===== src/rtl/aes_ctrl_pkg.sv =====
`default_nettype none
// ============================================================================
// Module      : aes_ctrl_pkg
// Description : Shared types, constants and the xtime helper for the AES-128
//               round sequencer and its Rcon generator.
// Revision    : 1.0 - initial release
// ============================================================================
package aes_ctrl_pkg;

   // Round counter width; wide enough for NR up to 14
   localparam int unsigned ROUND_W = 4;

   // First round constant and the GF(2^8) reduction term used by xtime
   localparam logic [7:0] RCON_INIT = 8'h01;
   localparam logic [7:0] RCON_POLY = 8'h1B;

   // Sequencer state encodings
   localparam logic [1:0] ST_IDLE  = 2'd0;
   localparam logic [1:0] ST_LOAD  = 2'd1;
   localparam logic [1:0] ST_ROUND = 2'd2;
   localparam logic [1:0] ST_HOLD  = 2'd3;

   typedef enum logic [1:0] {
      S_IDLE  = ST_IDLE,
      S_LOAD  = ST_LOAD,
      S_ROUND = ST_ROUND,
      S_HOLD  = ST_HOLD
   } seq_state_e;

   // Multiply by x in GF(2^8): shift left, reduce on carry out
   function automatic logic [7:0] xtime(input logic [7:0] b);
      return {b[6:0], 1'b0} ^ (b[7] ? RCON_POLY : 8'h00);
   endfunction

endpackage : aes_ctrl_pkg
`default_nettype wire


===== src/rtl/aes_rcon_gen.sv =====
`default_nettype none
// ============================================================================
// Module      : aes_rcon_gen
// Description : Round-constant register. clear returns it to 0x00 (no round
//               active); step loads RCON_INIT from zero, otherwise advances
//               by xtime. clear has priority over step.
// Revision    : 1.0 - initial release
// ============================================================================
module aes_rcon_gen
   import aes_ctrl_pkg::*;
(
   input  logic       clk,
   input  logic       rst_n,
   input  logic       clear,
   input  logic       step,
   output logic [7:0] rcon
);

   logic [7:0] rcon_q;
   logic [7:0] rcon_d;

   // Next Rcon: zero on clear, seed from zero, else xtime of the current value
   always_comb begin
      rcon_d = rcon_q;
      if (clear) begin
         rcon_d = 8'h00;
      end else if (step) begin
         rcon_d = (rcon_q == 8'h00) ? RCON_INIT : xtime(rcon_q);
      end
   end

   // Rcon register, cleared asynchronously by reset
   always_ff @(posedge clk or negedge rst_n) begin
      if (!rst_n) begin
         rcon_q <= 8'h00;
      end else begin
         rcon_q <= rcon_d;
      end
   end

   assign rcon = rcon_q;

endmodule : aes_rcon_gen
`default_nettype wire


===== src/rtl/aes_round_seq.sv =====
`default_nettype none
// ============================================================================
// Module      : aes_round_seq
// Description : Round sequencer for the iterative AES-128 core. Drives load,
//               round-enable, key-schedule and Rcon controls and holds the
//               result under a valid/ready handshake.
//               Optional macro AES_WDDL_PRECHARGE_EN inserts a precharge
//               cycle ahead of every LOAD/ROUND evaluate cycle.
// Revision    : 1.0 - initial release
// ============================================================================
module aes_round_seq
   import aes_ctrl_pkg::*;
#(
   parameter int unsigned NR = 10
)(
   input  logic               clk,
   input  logic               rst_n,
   input  logic               start_i,
   output logic               load_o,
   output logic               state_en_o,
   output logic               key_en_o,
   output logic [ROUND_W-1:0] round_o,
   output logic               final_round_o,
   output logic [7:0]         rcon_o,
   output logic               precharge_o,
   output logic               busy_o,
   output logic               result_valid_o,
   input  logic               result_ready_i
);

   localparam logic [ROUND_W-1:0] C_NR = ROUND_W'(NR);

   logic [1:0]         state_q, state_d;
   logic [ROUND_W-1:0] round_q, round_d;
   logic               rcon_clear;
   logic               rcon_step;
   logic               eval;
   logic               in_step;

   assign in_step = (state_q == ST_LOAD) || (state_q == ST_ROUND);

`ifdef AES_WDDL_PRECHARGE_EN
   // Phase toggle: 0 = precharge, 1 = evaluate
   logic phase_q, phase_d;

   // Alternate PRE/EVAL inside LOAD and ROUND; park in PRE elsewhere
   always_comb begin
      phase_d = in_step ? ~phase_q : 1'b0;
   end

   // Phase register
   always_ff @(posedge clk or negedge rst_n) begin
      if (!rst_n) begin
         phase_q <= 1'b0;
      end else begin
         phase_q <= phase_d;
      end
   end

   assign eval        = phase_q;
   assign precharge_o = ~(phase_q & in_step);
`else
   // Every step evaluates in a single cycle
   assign eval        = 1'b1;
   assign precharge_o = 1'b0;
`endif

   // Next-state, round counter and Rcon control
   always_comb begin
      state_d    = state_q;
      round_d    = round_q;
      rcon_clear = 1'b0;
      rcon_step  = 1'b0;
      case (state_q)
         ST_IDLE: begin
            if (start_i) begin
               state_d = ST_LOAD;
            end
         end
         ST_LOAD: begin
            if (eval) begin
               state_d   = ST_ROUND;
               round_d   = {{(ROUND_W-1){1'b0}}, 1'b1};
               rcon_step = 1'b1;
            end
         end
         ST_ROUND: begin
            if (eval) begin
               if (round_q == C_NR) begin
                  state_d    = ST_HOLD;
                  round_d    = '0;
                  rcon_clear = 1'b1;
               end else begin
                  round_d   = round_q + 1'b1;
                  rcon_step = 1'b1;
               end
            end
         end
         ST_HOLD: begin
            if (result_ready_i) begin
               state_d = ST_IDLE;
            end
         end
         default: begin
            state_d    = ST_IDLE;
            round_d    = '0;
            rcon_clear = 1'b1;
         end
      endcase
   end

   // FSM and round counter registers
   always_ff @(posedge clk or negedge rst_n) begin
      if (!rst_n) begin
         state_q <= ST_IDLE;
         round_q <= '0;
      end else begin
         state_q <= state_d;
         round_q <= round_d;
      end
   end

   aes_rcon_gen u_rcon (
      .clk   (clk),
      .rst_n (rst_n),
      .clear (rcon_clear),
      .step  (rcon_step),
      .rcon  (rcon_o)
   );

   // Output decode straight from registered state
   assign load_o         = (state_q == ST_LOAD)  & eval;
   assign state_en_o     = (state_q == ST_ROUND) & eval;
   assign key_en_o       = (state_q == ST_ROUND) & eval;
   assign round_o        = round_q;
   assign final_round_o  = (state_q == ST_ROUND) & (round_q == C_NR);
   assign busy_o         = (state_q != ST_IDLE);
   assign result_valid_o = (state_q == ST_HOLD);

endmodule : aes_round_seq
`default_nettype wire


===== config.mk =====
export PLATFORM = sky130hd
export DESIGN_NAME = aes_round_seq
export DESIGN_NICKNAME = d
export VERILOG_FILES = /design/src/rtl/aes_ctrl_pkg.sv /design/src/rtl/aes_rcon_gen.sv /design/src/rtl/aes_round_seq.sv
export SDC_FILE = /design/constraint.sdc
export NUM_CORES = 1
export LEC_CHECK = 0
export BUFFER_PORTS_ARGS = -buffer_cell sky130_fd_sc_hd__buf_2
export CAP_MARGIN = 20
export CORE_AREA = 4 4 54 61
export DETAILED_ROUTE_END_ITERATION = 7
export DIE_AREA = 0 0 58 65
export PLACE_DENSITY = 0.49
export SYNTH_ARGS = -nofsm -noshare
export SYNTH_HDL_FRONTEND = slang
export SYNTH_SLANG_ARGS = --single-unit

===== constraint.sdc =====
create_clock -name clk -period 2.3 [get_ports clk]
set_input_delay 0.46 -clock clk [delete_from_list [all_inputs] [get_ports clk]]
set_output_delay 0.46 -clock clk [all_outputs]
set_load 0.05 [all_outputs]

==> impl_metrics.json <==
{
  "status": "completed",
  "yosys_register_bits": 14,
  "drt-wirelength-per-cell_microns": 11.5,
  "fill_cells": 288,
  "htreeDepth": 1,
  "rsz0062_at_grt": "no",
  "synth_top_family_by_area": "compound AO/OA/AOI/OAI gates",
  "cts_hold_buf": 0,
  "placed_area_sq_um": 927,
  "fin_crit_sh_pct": 90.2,
  "critical_path.most_common_cell": "inv_1",
  "area_growth_pct": 19.9,
  "root_buffer": "clkbuf_4",
  "synth_adder_area_share_pct": 11.1,
  "synthXorXnorAreaFrac_pct": 3.32,
  "grt_max_degree": 18,
  "path_cells": "inv_1 -> ha_1 -> nand4b_1 -> inv_1 -> buf_2",
  "row_count": 20,
  "hold_class": "in -> async",
  "grt_use_total_pct": 10.1,
  "post-route-min-period_ns": 2.08,
  "reg2regPathDepth": 5,
  "drv_cap": 0,
  "antenna_found_initial": 0,
  "cts_resized": 0,
  "die_area_sq_um": 3770,
  "synthMuxAreaShare_pct": 1.42,
  "yosys_warnings": 0,
  "drtPass1Iterations": 4,
  "syn-num-nets": 98,
  "drtIter0Drc": 19,
  "synth-seq-area-share_pct": 44.2,
  "cts_tree": "built",
  "crit_path_start_kind": "flip-flop",
  "portBuffers": 21,
  "postSynthAreaPerCell_sq_um": 9.10,
  "path_class": "reg -> out",
  "syn_area_sq_um": 792,
  "fin_skew_ns": 0.00548,
  "worst_ep_arrival_time_ns": 1.62,
  "diodes": 0,
  "hpwlAfterDp_mm": 1.25,
  "finalHoldViolCount": 0,
  "drv_slew": 0,
  "place_congestion": 0.790,
  "die_x_microns": 58,
  "cpPeakStageDelay_ns": 0.42,
  "cts_buffer_depth": 2,
  "cts_sinks": 14,
  "cp_slowest_cell": "dfrtp_1",
  "rrSetupSlack_ns": 0.65,
  "grt_pass1_wl_mm": 2.97,
  "yosys.area_share.simple_pct": 13.7,
  "ant_nets": 0,
  "wl_mm": 1.62,
  "layout_common_cells": "buf_2, inv_1, dfrtp_1",
  "cts_buffers": 3,
  "grt_pass1_vias": 695,
  "synth_top_area_cell": "dfrtp_1",
  "fin_tns_setup_ns": 0,
  "via_per_inst": 4.67,
  "die_h_microns": 65,
  "start_util_pct": 29.3,
  "core-area_sq_um": 2700,
  "setup_viol": 0,
  "ios": 23,
  "synth_top_cell_area_share_pct": 44.2,
  "layout.nets": 121,
  "vias": 658,
  "synth-compound-area-share_pct": 13.9,
  "max_freq_mhz": 482,
  "postCtsSetupBuffers": 0,
  "insertion_delay_ns": 0.27,
  "rr_startpoint": "round_o[0]",
  "ys_types": 26,
  "endpoint_kind": "primary output",
  "clk_pin_slew_worst_paths_ns": 0.08,
  "critPathMaxFanout": 8,
  "mostFrequentLayoutCell": "buf_2",
  "ys_top_cells_by_area": "dfrtp_1, ha_1, inv_1",
  "syn_inst": 87,
  "drc_errors": 0,
  "r2r-end": "state_q[1]",
  "design_area_sq_um": 950,
  "grt_overflow": 0,
  "required_ns": 1.84,
  "drive_gt1_share_pct": 24.1
}
synthesized netlist by cell type:
master,count
nand2b_1,1
clkbuf_1,3
nor4_1,1
nand3_1,8
ha_1,7
o2bb2ai_1,1
buf_4,2
a21oi_1,1
o221ai_1,1
conb_1,1
o22ai_1,2
nor2_1,3
a222oi_1,1
inv_1,17
a2bb2oi_1,1
clkinv_1,1
a22oi_1,1
xor2_1,3
nand4b_1,1
mux2_1,1
o21ai_0,8
dfrtp_1,14
nand3b_1,2
a41oi_1,1
nand2_1,4
or3_1,1
final cells by class:
| class | count | area (sq um) | area share (%) |
|---|---|---|---|
| Clock buffer | 3 | 22.5 | 2.37 |
| Inverter | 18 | 67.6 | 7.11 |
| Multi-Input combinational cell | 50 | 348 | 36.6 |
| Sequential cell | 14 | 350 | 36.9 |
| Tap cell | 33 | 41.3 | 4.35 |
| Timing Repair Buffer | 23 | 120 | 12.6 |
critical path: cells and delay by family (launching register included):
| kind | cells | cell delay (ns) |
|---|---|---|
| adders and majority gates | 1 | 0.31 |
| buffers and inverters | 3 | 0.45 |
| DFF | 1 | 0.42 |
| and+or+nand+nor | 1 | 0.17 |
logic make-up after synthesis:
logic type                 Yosys count
adders and majority gates            7
other                                1
muxes                                1
and+or+nand+nor                     21
DFF                                 14
xor gates and xnor gates             3
AOI/OAI and AO/OA                   17
buffers and inverters               23
flip-flops by register name (all words and copies together) (netlist names):
| signal | flops |
|---|---|
| u_rcon.rcon | 8 |
| round_o | 4 |
| state_q | 2 |
metal layers:
layer | vias up | global-route usage (%) | routed length [microns]
li1 | 328 | - | -
met1 | 309 | 12.6 | 753
met4 | 0 | 5.22 | 10
met2 | 19 | 15.8 | 745
met3 | 2 | 2.39 | 111
met5 | - | 0 | 0
through the flow:
| stage | hold WS [ns] | setup WS [ns] | util [%] | std cells |
|---|---|---|---|---|
| floorplan | 0.164 | 0.00381 | - | 87 |
| global placement | 0.382 | 0.565 | 34.3 | 138 |
| detailed placement | 0.385 | 0.518 | 34.3 | 138 |
| CTS | 0.0693 | 0.184 | 35.1 | 141 |
| global route | 0.0772 | 0.0444 | 35.1 | 141 |
| finish | 0.0673 | 0.225 | 35.1 | 141 |
worst max-delay path by stage:
| stage | end | cells after the start | start | slack, ns |
|---|---|---|---|---|
| after detailed placement | final_round_o | 5 | state_q[0] | 0.52 |
| after CTS | final_round_o | 5 | state_q[0] | 0.18 |
| final | final_round_o | 5 | state_q[0] | 0.22 |
| after floorplan | final_round_o | 4 | state_q[0] | 0.004 |
| after global placement | final_round_o | 5 | state_q[0] | 0.57 |
| after global routing | final_round_o | 5 | state_q[0] | 0.04 |
Power is left out: the tool's default activity adds up to more than one toggle a clock period on the data nets, which glitch-free logic cannot reach.
